[src/rtl/vending_machine_core.sv]
// Sequential vending core: balance register, inactivity timer and greedy change return.
// Sits between the coin/selection front-end and the dispenser/coin-hopper drivers.
module vending_machine_core #(
    parameter int                         K_NUM_COINS = 3,
    parameter int                         K_NUM_ITEMS = 4,
    parameter int                         TOTAL_BITS  = 31,
    parameter int                         WAIT_CYCLES = 100,
    parameter logic [K_NUM_COINS*32-1:0]  COIN_VALUES = {32'd1000, 32'd500, 32'd100},
    parameter logic [K_NUM_ITEMS*32-1:0]  ITEM_PRICES = {32'd2000, 32'd1000, 32'd500, 32'd400}
) (
    input  logic                    clk,
    input  logic                    reset,
    input  logic [K_NUM_COINS-1:0]  i_input_coin,
    input  logic [K_NUM_ITEMS-1:0]  i_select_item,
    input  logic                    i_trigger_return,
    output logic [K_NUM_ITEMS-1:0]  o_available_item,
    output logic [K_NUM_ITEMS-1:0]  o_output_item,
    output logic [K_NUM_COINS-1:0]  o_return_coin,
    output logic                    o_coin_reject,
    output logic [TOTAL_BITS-1:0]   o_current_total,
    output logic                    o_busy
);

    // Wide enough that neither the multi-coin sum nor a 32-bit price can wrap.
    localparam int SUM_BITS  = ((TOTAL_BITS > 32) ? TOTAL_BITS : 32) + $clog2(K_NUM_COINS + 1) + 1;
    localparam int WAIT_BITS = $clog2(WAIT_CYCLES + 1);

    localparam logic [1:0] S_IDLE   = 2'd0;
    localparam logic [1:0] S_ACTIVE = 2'd1;
    localparam logic [1:0] S_RETURN = 2'd2;

    localparam logic [SUM_BITS-1:0]  TOTAL_MAX = {{(SUM_BITS-TOTAL_BITS){1'b0}}, {TOTAL_BITS{1'b1}}};
    localparam logic [WAIT_BITS-1:0] WAIT_LOAD = WAIT_BITS'(WAIT_CYCLES);
    localparam logic [WAIT_BITS-1:0] WAIT_ONE  = WAIT_BITS'(1);

    logic [1:0]             r_state;
    logic [TOTAL_BITS-1:0]  r_total;
    logic [WAIT_BITS-1:0]   r_wait_cnt;
    logic [K_NUM_ITEMS-1:0] r_output_item;
    logic [K_NUM_COINS-1:0] r_return_coin;
    logic                   r_coin_reject;

    logic [1:0]             w_state_next;
    logic [TOTAL_BITS-1:0]  w_total_next;
    logic [WAIT_BITS-1:0]   w_wait_next;
    logic [K_NUM_ITEMS-1:0] w_item_next;
    logic [K_NUM_COINS-1:0] w_ret_next;
    logic                   w_reject_next;

    logic [SUM_BITS-1:0]    w_total_ext;
    logic [SUM_BITS-1:0]    w_coin_term [K_NUM_COINS];
    logic [SUM_BITS-1:0]    w_coin_value [K_NUM_COINS];
    logic [SUM_BITS-1:0]    w_item_price [K_NUM_ITEMS];
    logic [K_NUM_COINS-1:0] w_coin_fits;
    logic [K_NUM_ITEMS-1:0] w_affordable;
    logic [SUM_BITS-1:0]    w_coin_sum;
    logic                   w_in_return;
    logic                   w_accept;

    logic                   w_disp_valid;
    logic [K_NUM_ITEMS-1:0] w_disp_onehot;
    logic [SUM_BITS-1:0]    w_disp_price;
    logic                   w_dispense;

    logic                   w_ret_valid;
    logic [K_NUM_COINS-1:0] w_ret_onehot;
    logic [SUM_BITS-1:0]    w_ret_value;

    assign w_total_ext = SUM_BITS'(r_total);
    assign w_in_return = (r_state == S_RETURN);

    genvar gi;
    generate
        for (gi = 0; gi < K_NUM_COINS; gi++) begin : g_coin
            assign w_coin_value[gi] = SUM_BITS'(COIN_VALUES[32*gi +: 32]);
            assign w_coin_term[gi]  = i_input_coin[gi] ? w_coin_value[gi] : '0;
            assign w_coin_fits[gi]  = (w_coin_value[gi] <= w_total_ext);
        end
        for (gi = 0; gi < K_NUM_ITEMS; gi++) begin : g_item
            assign w_item_price[gi] = SUM_BITS'(ITEM_PRICES[32*gi +: 32]);
            assign w_affordable[gi] = (w_total_ext >= w_item_price[gi]);
        end
    endgenerate

    always_comb begin
        w_coin_sum = '0;
        for (int j = 0; j < K_NUM_COINS; j++) begin
            w_coin_sum = w_coin_sum + w_coin_term[j];
        end
    end

    // All-or-nothing: any overflow refuses every coin presented this cycle.
    assign w_accept = (|i_input_coin) && !w_in_return && ((w_total_ext + w_coin_sum) <= TOTAL_MAX);

    // Descending scan so the lowest affordable selected index wins.
    always_comb begin
        w_disp_valid  = 1'b0;
        w_disp_onehot = '0;
        w_disp_price  = '0;
        for (int i = K_NUM_ITEMS - 1; i >= 0; i--) begin
            if (i_select_item[i] && w_affordable[i]) begin
                w_disp_valid  = 1'b1;
                w_disp_onehot = '0;
                w_disp_onehot[i] = 1'b1;
                w_disp_price  = w_item_price[i];
            end
        end
    end

    assign w_dispense = w_disp_valid && !i_trigger_return && !w_in_return;

    // Ascending scan so the largest coin that still fits wins (greedy change).
    always_comb begin
        w_ret_valid  = 1'b0;
        w_ret_onehot = '0;
        w_ret_value  = '0;
        for (int j = 0; j < K_NUM_COINS; j++) begin
            if (w_coin_fits[j]) begin
                w_ret_valid  = 1'b1;
                w_ret_onehot = '0;
                w_ret_onehot[j] = 1'b1;
                w_ret_value  = w_coin_value[j];
            end
        end
    end

    always_comb begin
        w_state_next  = r_state;
        w_total_next  = r_total;
        w_wait_next   = r_wait_cnt;
        w_item_next   = '0;
        w_ret_next    = '0;
        w_reject_next = (|i_input_coin) && !w_accept;
        case (r_state)
            S_RETURN: begin
                if (w_ret_valid) begin
                    w_ret_next   = w_ret_onehot;
                    w_total_next = TOTAL_BITS'(w_total_ext - w_ret_value);
                end else begin
                    w_state_next = S_IDLE;
                end
            end
            default: begin
                // Any non-ACTIVE encoding here behaves as IDLE and recovers to it.
                if (r_state != S_ACTIVE) begin
                    w_state_next = S_IDLE;
                end
                w_total_next = TOTAL_BITS'(w_total_ext
                                           + (w_accept   ? w_coin_sum   : '0)
                                           - (w_dispense ? w_disp_price : '0));
                if (w_dispense) begin
                    w_item_next = w_disp_onehot;
                end
                if (i_trigger_return && ((r_state == S_ACTIVE) || w_coin_fits[0])) begin
                    w_state_next = S_RETURN;
                end else if (w_accept || w_dispense) begin
                    w_state_next = S_ACTIVE;
                    w_wait_next  = WAIT_LOAD;
                end else if (r_state == S_ACTIVE) begin
                    if (r_wait_cnt == WAIT_ONE) begin
                        w_state_next = S_RETURN;
                    end else begin
                        w_wait_next = r_wait_cnt - WAIT_ONE;
                    end
                end
            end
        endcase
    end

    always_ff @(posedge clk) begin
        if (reset) begin
            r_state       <= S_IDLE;
            r_total       <= '0;
            r_wait_cnt    <= '0;
            r_output_item <= '0;
            r_return_coin <= '0;
            r_coin_reject <= 1'b0;
        end else begin
            r_state       <= w_state_next;
            r_total       <= w_total_next;
            r_wait_cnt    <= w_wait_next;
            r_output_item <= w_item_next;
            r_return_coin <= w_ret_next;
            r_coin_reject <= w_reject_next;
        end
    end

    assign o_available_item = w_affordable & {K_NUM_ITEMS{!w_in_return}};
    assign o_output_item    = r_output_item;
    assign o_return_coin    = r_return_coin;
    assign o_coin_reject    = r_coin_reject;
    assign o_current_total  = r_total;
    assign o_busy           = w_in_return;

endmodule
[config.mk]
export PLATFORM = sky130hd
export DESIGN_NAME = vending_machine_core
export DESIGN_NICKNAME = d
export VERILOG_FILES = /design/src/rtl/vending_machine_core.sv
export SDC_FILE = /design/constraint.sdc
export NUM_CORES = 1
export LEC_CHECK = 0
export ABC_AREA = 1
export CAP_MARGIN = 20
export CORE_MARGIN = 3
export CORE_UTILIZATION = 60
export DETAILED_ROUTE_END_ITERATION = 10
export MAX_ROUTING_LAYER = met4
export PLACE_DENSITY = 0.82
export SYNTH_ARGS = -nofsm -noshare
export SYNTH_HDL_FRONTEND = slang
export SYNTH_SLANG_ARGS = --single-unit
export TNS_END_PERCENT = 50
[constraint.sdc]
create_clock -name clk -period 13.8 [get_ports clk]
set_clock_uncertainty 0.05 [all_clocks]
set_input_delay 4.14 -clock clk [delete_from_list [all_inputs] [get_ports clk]]
set_output_delay 4.14 -clock clk [all_outputs]
set_load 0.005 [all_outputs]
==> results.yml, run 1 <==
timing:
  fmax_mhz: 102.0
  grt_setup_unrepaired: "no"
  slew-limit-headroom_pct: 53.02
  final_hold_viol_count: 0
  report.final.slew_viol_count: 0
  layout_min_cycle_time_ns: 9.805
  post-route-period-util_pct: 71.05
  tightestPinTransition_ns: 0.7022
  fin_tns_setup_ns: 0
  finalSetupViolCount: 0
critical_path:
  reg2reg_depth: 29
  worstReg2RegStart: "o_current_total[11]"
  cp.required_ns: 14.00
  timing.critical_path.arrival_ns: 10.00
  setup.worst_path.start_class: "input port"
  regToRegEndpoint: "o_current_total[18]"
  critical_path.endpoint_type: "register"
  setup.reg_to_reg.worst_slack_ns: 8.50
  slowest_stage_delay_cp_ns: 0.59
  timing.critical_path.slowest_stage_cell: "clkdlybuf4s50_1"
  cpMostUsedCell: "nand2_1"
  timing.setup.critical_path_class: "in -> reg"
  top_fanout_value_on_the_critical_path: 13
cells_and_area:
  sequential_cell_area_um2: 920.9
  utilization_pct: 69.82
  antenna_cells_inserted: 0
  area_of_the_multi_input_gates_um2: 5290
  layout-drive-gt1-share_pct: 4.770
  finish.net_count: 1297
  final_cell_area_um2: 7767
  p_r_area_growth_vs_syn_pct: 11.17
  num-fill-cells: 1047
  layoutNonFillerInstCount: 1314
route:
  detailed_routing_iterations_pass_1: 8
  drt_wl_total_um: 23290
  detailedRoute.firstIterationViolations: 982
  routed_wire_length_per_instance_um: 17.72
  final_antenna_net_count: 0
  via_count: 7772
  drc: 0
  post_drt_via_cell_ratio: 5.915
clocking:
  post_cts_resize_count: 0
  cts.sinks: 46
  cts_tree: "built"
  clock_tree.buffer_depth: 2
  cts_post_setup_buffers_inserted: 0
  hold_buffers: 0
  cts.clk_slew.worst_paths_ns: 0.07
  tritoncts.num_buffers: 5
  worst_skew_pair.late_latency_ns: 0.31
  h-tree-depth: 2
  cts.root.buffer_cell: "clkbuf_16"
power:
  leakage_nw: 3.931
  max_ir_drop_vdd_mv: 0.1587
  cellPowerDensity_nw_per_um2: 286.0
  post-layout-total-power_mw: 2.222
global_route:
  number_of_global_route_vias_before_repair: 7082
  antenna_found_initial: 0
  grt_residual_overflow: 0
  grt_first_pass_wirelength_um: 37290
  maximum_number_of_pins_on_one_net_before_global_route_repair: 46
  grt.total_usage_pct: 37.27
logic_synthesis:
  synth_async_sr_flop_share_pct: 0
  syn_area_per_cell_um2: 6.188
  syn_inst: 1129
  synth.top_cells.by_area: "ha_1 (18%), dfxtp_1 (13%), nand2_1 (12%), inv_1 (9.5%), nor2_1 (6.6%)"
  yosys_warnings: 0
  synth.top_cell.area_share_pct: 18.09
  ys_dominant_reg_cell: "dfxtp_1"
  synth_edf_count: 0
  synth_cell_types: 47
  most_frequent_cell_after_synthesis: "nand2_1"
  synth_common_cells: "nand2_1 (232), inv_1 (177), nor2_1 (122)"
  synth_seq_area_share_pct: 13.18
  syn-cell-area_um2: 6987
  synthDominantAreaCellType: "ha_1"
  ys_seq_elements: 46
placement:
  place_congestion: 1.061
  port_buffers: 51
  placed_cells: 1306
  place.detailed.hpwl_um: 18560
  post_dp_cell_area_um2: 7617
floorplanning:
  die-width_um: 113.9
  coreArea_um2: 11130
  ports: 54
  die_h_um: 113.9
  floorplan.initialDensity_pct: 62.80
  design.die.area_um2: 12980
  placement_rows: 38
worst_hold_path:
  timing.hold.worst.class: "reg -> reg"
  hold-path-cell-count: 2
  hold_path_end: "r_wait_cnt[1]"
  hold_start: "r_wait_cnt[1]"
flow_run:
  total_of_max_cap_violations: 0
outcome:
  outcome: "complete, no violations"
-- how the worst max path moves through the flow --
stage                     from                   to  slack, ns  depth (start not counted)
2_1_floorplan  i_input_coin[0]  o_current_total[18]       4.99                         30
3_3_place_gp   i_input_coin[0]  o_current_total[18]       4.04                         30
3_5_place_dp   i_input_coin[1]  o_current_total[18]       3.82                         30
4_1_cts        i_input_coin[1]  o_current_total[18]       4.10                         30
5_1_grt        i_input_coin[1]  o_current_total[22]       3.49                         29
6_report       i_input_coin[1]  o_current_total[18]       4.00                         30
-- layout make-up --
type | instances | share of cell area [%]
Inverter | 188 | 9.085
Sequential cell | 46 | 11.86
Multi-Input combinational cell | 879 | 68.11
Timing Repair Buffer | 53 | 6.765
Clock inverter | 3 | 0.3222
Clock buffer | 5 | 1.611
Tap cell | 140 | 2.255
-- power breakdown --
part,internal (mW),switching [mW]
Sequential,0.176,0.0818
Clock,0.0684,0.0631
Combinational,0.638,1.19
Total,0.883,1.34
-- worst max-delay path, delay by kind of cell --
family | cells | cell delay [ns]
and+or+nand+nor | 14 | 1.51
buffers and inverters | 4 | 1.01
AOI/OAI and AO/OA | 6 | 1.03
xor gates and xnor gates | 1 | 0.25
adders and majority gates | 5 | 2.04
-- per-stage QoR --
step | hold slack [ns] | setup WS [ns]
after global routing | 0.4721 | 3.492
after floorplan | 0.4016 | 4.994
final | 0.4529 | 3.995
after CTS | 0.4445 | 4.105
after global placement | 0.4186 | 4.041
after detailed placement | 0.4271 | 3.820
-- routing by layer --
metal  global-route usage (%)  routed length, µm  vias up
met3                    8.223               3147       36
met2                    52.57               9473      458
met5                        -                  0        -
met1                    53.98              10190     3499
met4                    9.026                482        0
li1                         -                  -     3779
-- logic make-up after synthesis --
family / synth area share, %
xor+xnor: 3.134
compound gates: 17.23
buf+inv: 11.23
flops: 13.18
simple gates: 33.36
fa+ha+maj: 21.81
other cells: 0.05367
-- layout by cell type (no fill, tap or decap), types with 27 or more instances in the layout --
cell,n
nand2_1,232
ha_1,101
clkdlybuf4s50_1,51
nand4_1,27
nor2_1,122
a21oi_1,81
dfxtp_1,46
inv_1,177
o21ai_0,78
nand3_1,82
-- state kept, by name (all words and copies together), names as in the netlist --
register         count
o_coin_reject        1
o_current_total     29
o_output_item        4
o_return_coin        3
r_state              2
r_wait_cnt           7
No activity file was read; power rests on OpenSTA's default activity.
==> inputs of run 2 (changes only) <==
Clock period 13.8 ns to 10.1 ns, I/O delays scaled along.
==> run 2 against run 1 <==
  * Critical path depth did not move
  * Core utilization did not move
  * Largest power group unchanged
  * Design area did not move
==> results.yml, run 2 (same netlist as run 1, synthesis figures left out) <==
route:
  detailedRoute.firstIterationViolations: 890
  drt_wl_total_um: 23200
  via_count: 7688
  final_antenna_net_count: 0
  post_drt_via_cell_ratio: 5.851
  detailed_routing_iterations_pass_1: 8
  routed_wire_length_per_instance_um: 17.65
  drc: 0
global_route:
  grt_first_pass_wirelength_um: 37030
  antenna_found_initial: 0
  maximum_number_of_pins_on_one_net_before_global_route_repair: 46
  grt_residual_overflow: 0
  grt.total_usage_pct: 37.37
  number_of_global_route_vias_before_repair: 7059
clocking:
  post_cts_resize_count: 0
  h-tree-depth: 2
  cts_tree: "built"
  worst_skew_pair.late_latency_ns: 0.32
  clock_tree.buffer_depth: 2
  cts.sinks: 46
  hold_buffers: 0
  cts_post_setup_buffers_inserted: 0
  cts.root.buffer_cell: "clkbuf_16"
  tritoncts.num_buffers: 5
  cts.clk_slew.worst_paths_ns: 0.07
timing:
  grt_setup_unrepaired: "no"
  slew-limit-headroom_pct: 56.47
  finalSetupViolCount: 0
  report.final.slew_viol_count: 0
  fin_tns_setup_ns: 0
  tightestPinTransition_ns: 0.6506
  layout_min_cycle_time_ns: 8.641
  final_hold_viol_count: 0
  post-route-period-util_pct: 85.56
  fmax_mhz: 115.7
power:
  sw_frac_of_total_pct: 60.31
  leakage_nw: 3.931
  cellPowerDensity_nw_per_um2: 390.5
  power.internal_mw: 1.204
  sequentialPowerShare_pct: 11.6
  max_ir_drop_vdd_mv: 0.1885
  net-switching-power_mw: 1.829
  power.share.clock_pct: 6.0
  combPwrFrac_pct: 82.4
cells_and_area:
  area_of_the_multi_input_gates_um2: 5290
  num-fill-cells: 1026
  finish.net_count: 1297
  final_cell_area_um2: 7767
  layout.cells.most_common_list: "nand2_1 (232), inv_1 (177), nor2_1 (122), ha_1 (101), nand3_1 (82)"
  layout-drive-gt1-share_pct: 4.770
  sequential_cell_area_um2: 920.9
  antenna_cells_inserted: 0
  p_r_area_growth_vs_syn_pct: 11.17
  layout.cells.most_common: "nand2_1"
  layoutNonFillerInstCount: 1314
  largest_reg_flops: 29
placement:
  post_dp_cell_area_um2: 7617
  place.detailed.hpwl_um: 18430
  port_buffers: 51
  place_congestion: 1.058
  placed_cells: 1306
critical_path:
  worstReg2RegStart: "o_current_total[11]"
  reg2reg_depth: 29
  timing.setup.critical_path_class: "in -> reg"
  timing.critical_path.slowest_stage_cell: "clkdlybuf4s50_1"
  critical_path.endpoint_type: "register"
  cpMostUsedCell: "nand2_1"
  regToRegEndpoint: "o_current_total[18]"
  cp.required_ns: 10.30
  setup.reg_to_reg.worst_slack_ns: 4.88
  setup.worst_path.start_class: "input port"
  top_fanout_value_on_the_critical_path: 13
  slowest_stage_delay_cp_ns: 0.60
  timing.critical_path.arrival_ns: 8.85
floorplanning:
  design.die.area_um2: 12980
  coreArea_um2: 11130
  die_h_um: 113.9
  ports: 54
  floorplan.initialDensity_pct: 62.80
  placement_rows: 38
  die-width_um: 113.9
worst_hold_path:
  hold-path-cell-count: 2
  timing.hold.worst.class: "reg -> reg"
  hold_start: "r_wait_cnt[1]"
  hold_path_end: "r_wait_cnt[1]"
flow_run:
  total_of_max_cap_violations: 0
outcome:
  outcome: "complete, no violations"
run 2: cell counts in the layout (fill, tap and decap cells not counted):
No cell type changed its count.
run 2: how the worst max path moves through the flow:
stage | depth (start not counted) | to | from
floorplan | 30 | o_current_total[18] | i_input_coin[0]
global placement | 30 | o_current_total[18] | i_input_coin[0]
finish | 30 | o_current_total[18] | i_input_coin[1]
global route | 30 | o_current_total[18] | i_input_coin[1]
detailed placement | 30 | o_current_total[18] | i_input_coin[1]
CTS | 30 | o_current_total[18] | i_input_coin[1]
run 2: worst max-delay path: cells and delay by family:
family	cells	cell delay, ns
AO/OA/AOI/OAI	6	0.98
adder cells (fa/ha/maj)	5	2.02
AND/OR/NAND/NOR	14	1.52
buffers and inverters	4	1.05
XOR/XNOR	1	0.24
run 2: layer usage:
metal	up-vias	share of wire, %	track usage [%]
li1	3767	-	-
met1	3449	44	52.54
met2	432	40	51.43
met3	40	14	10.50
met4	0	2.7	12.03
met5	-	0	-
run 2: layout make-up:
| cell class | count | area share (%) |
|---|---|---|
| Multi-Input combinational cell | 879 | 68.11 |
| Sequential cell | 46 | 11.86 |
| Clock buffer | 5 | 1.611 |
| Clock inverter | 3 | 0.3222 |
| Inverter | 188 | 9.085 |
| Timing Repair Buffer | 53 | 6.765 |
| Tap cell | 140 | 2.255 |
run 2: power by group through the flow:
stage	Sequential (mW)	Clock [mW]	Combinational [mW]
2_1_floorplan	0.315	0	1.73
3_3_place_gp	0.352	0	2.39
3_5_place_dp	0.353	0	2.40
4_1_cts	0.349	0.183	2.42
5_1_grt	0.360	0.188	2.79
6_report	0.353	0.181	2.50
run 2: metrics by stage:
stage	setup WS (ns)	power (mW)	hold slack (ns)	utilization, %
global route	0.9222	3.336	0.4647	69.82
global placement	1.451	2.741	0.4187	68.47
finish	1.459	3.033	0.4479	69.82
detailed placement	1.245	2.754	0.4236	68.47
floorplan	2.404	2.044	0.4016	-
CTS	1.525	2.951	0.4414	69.82
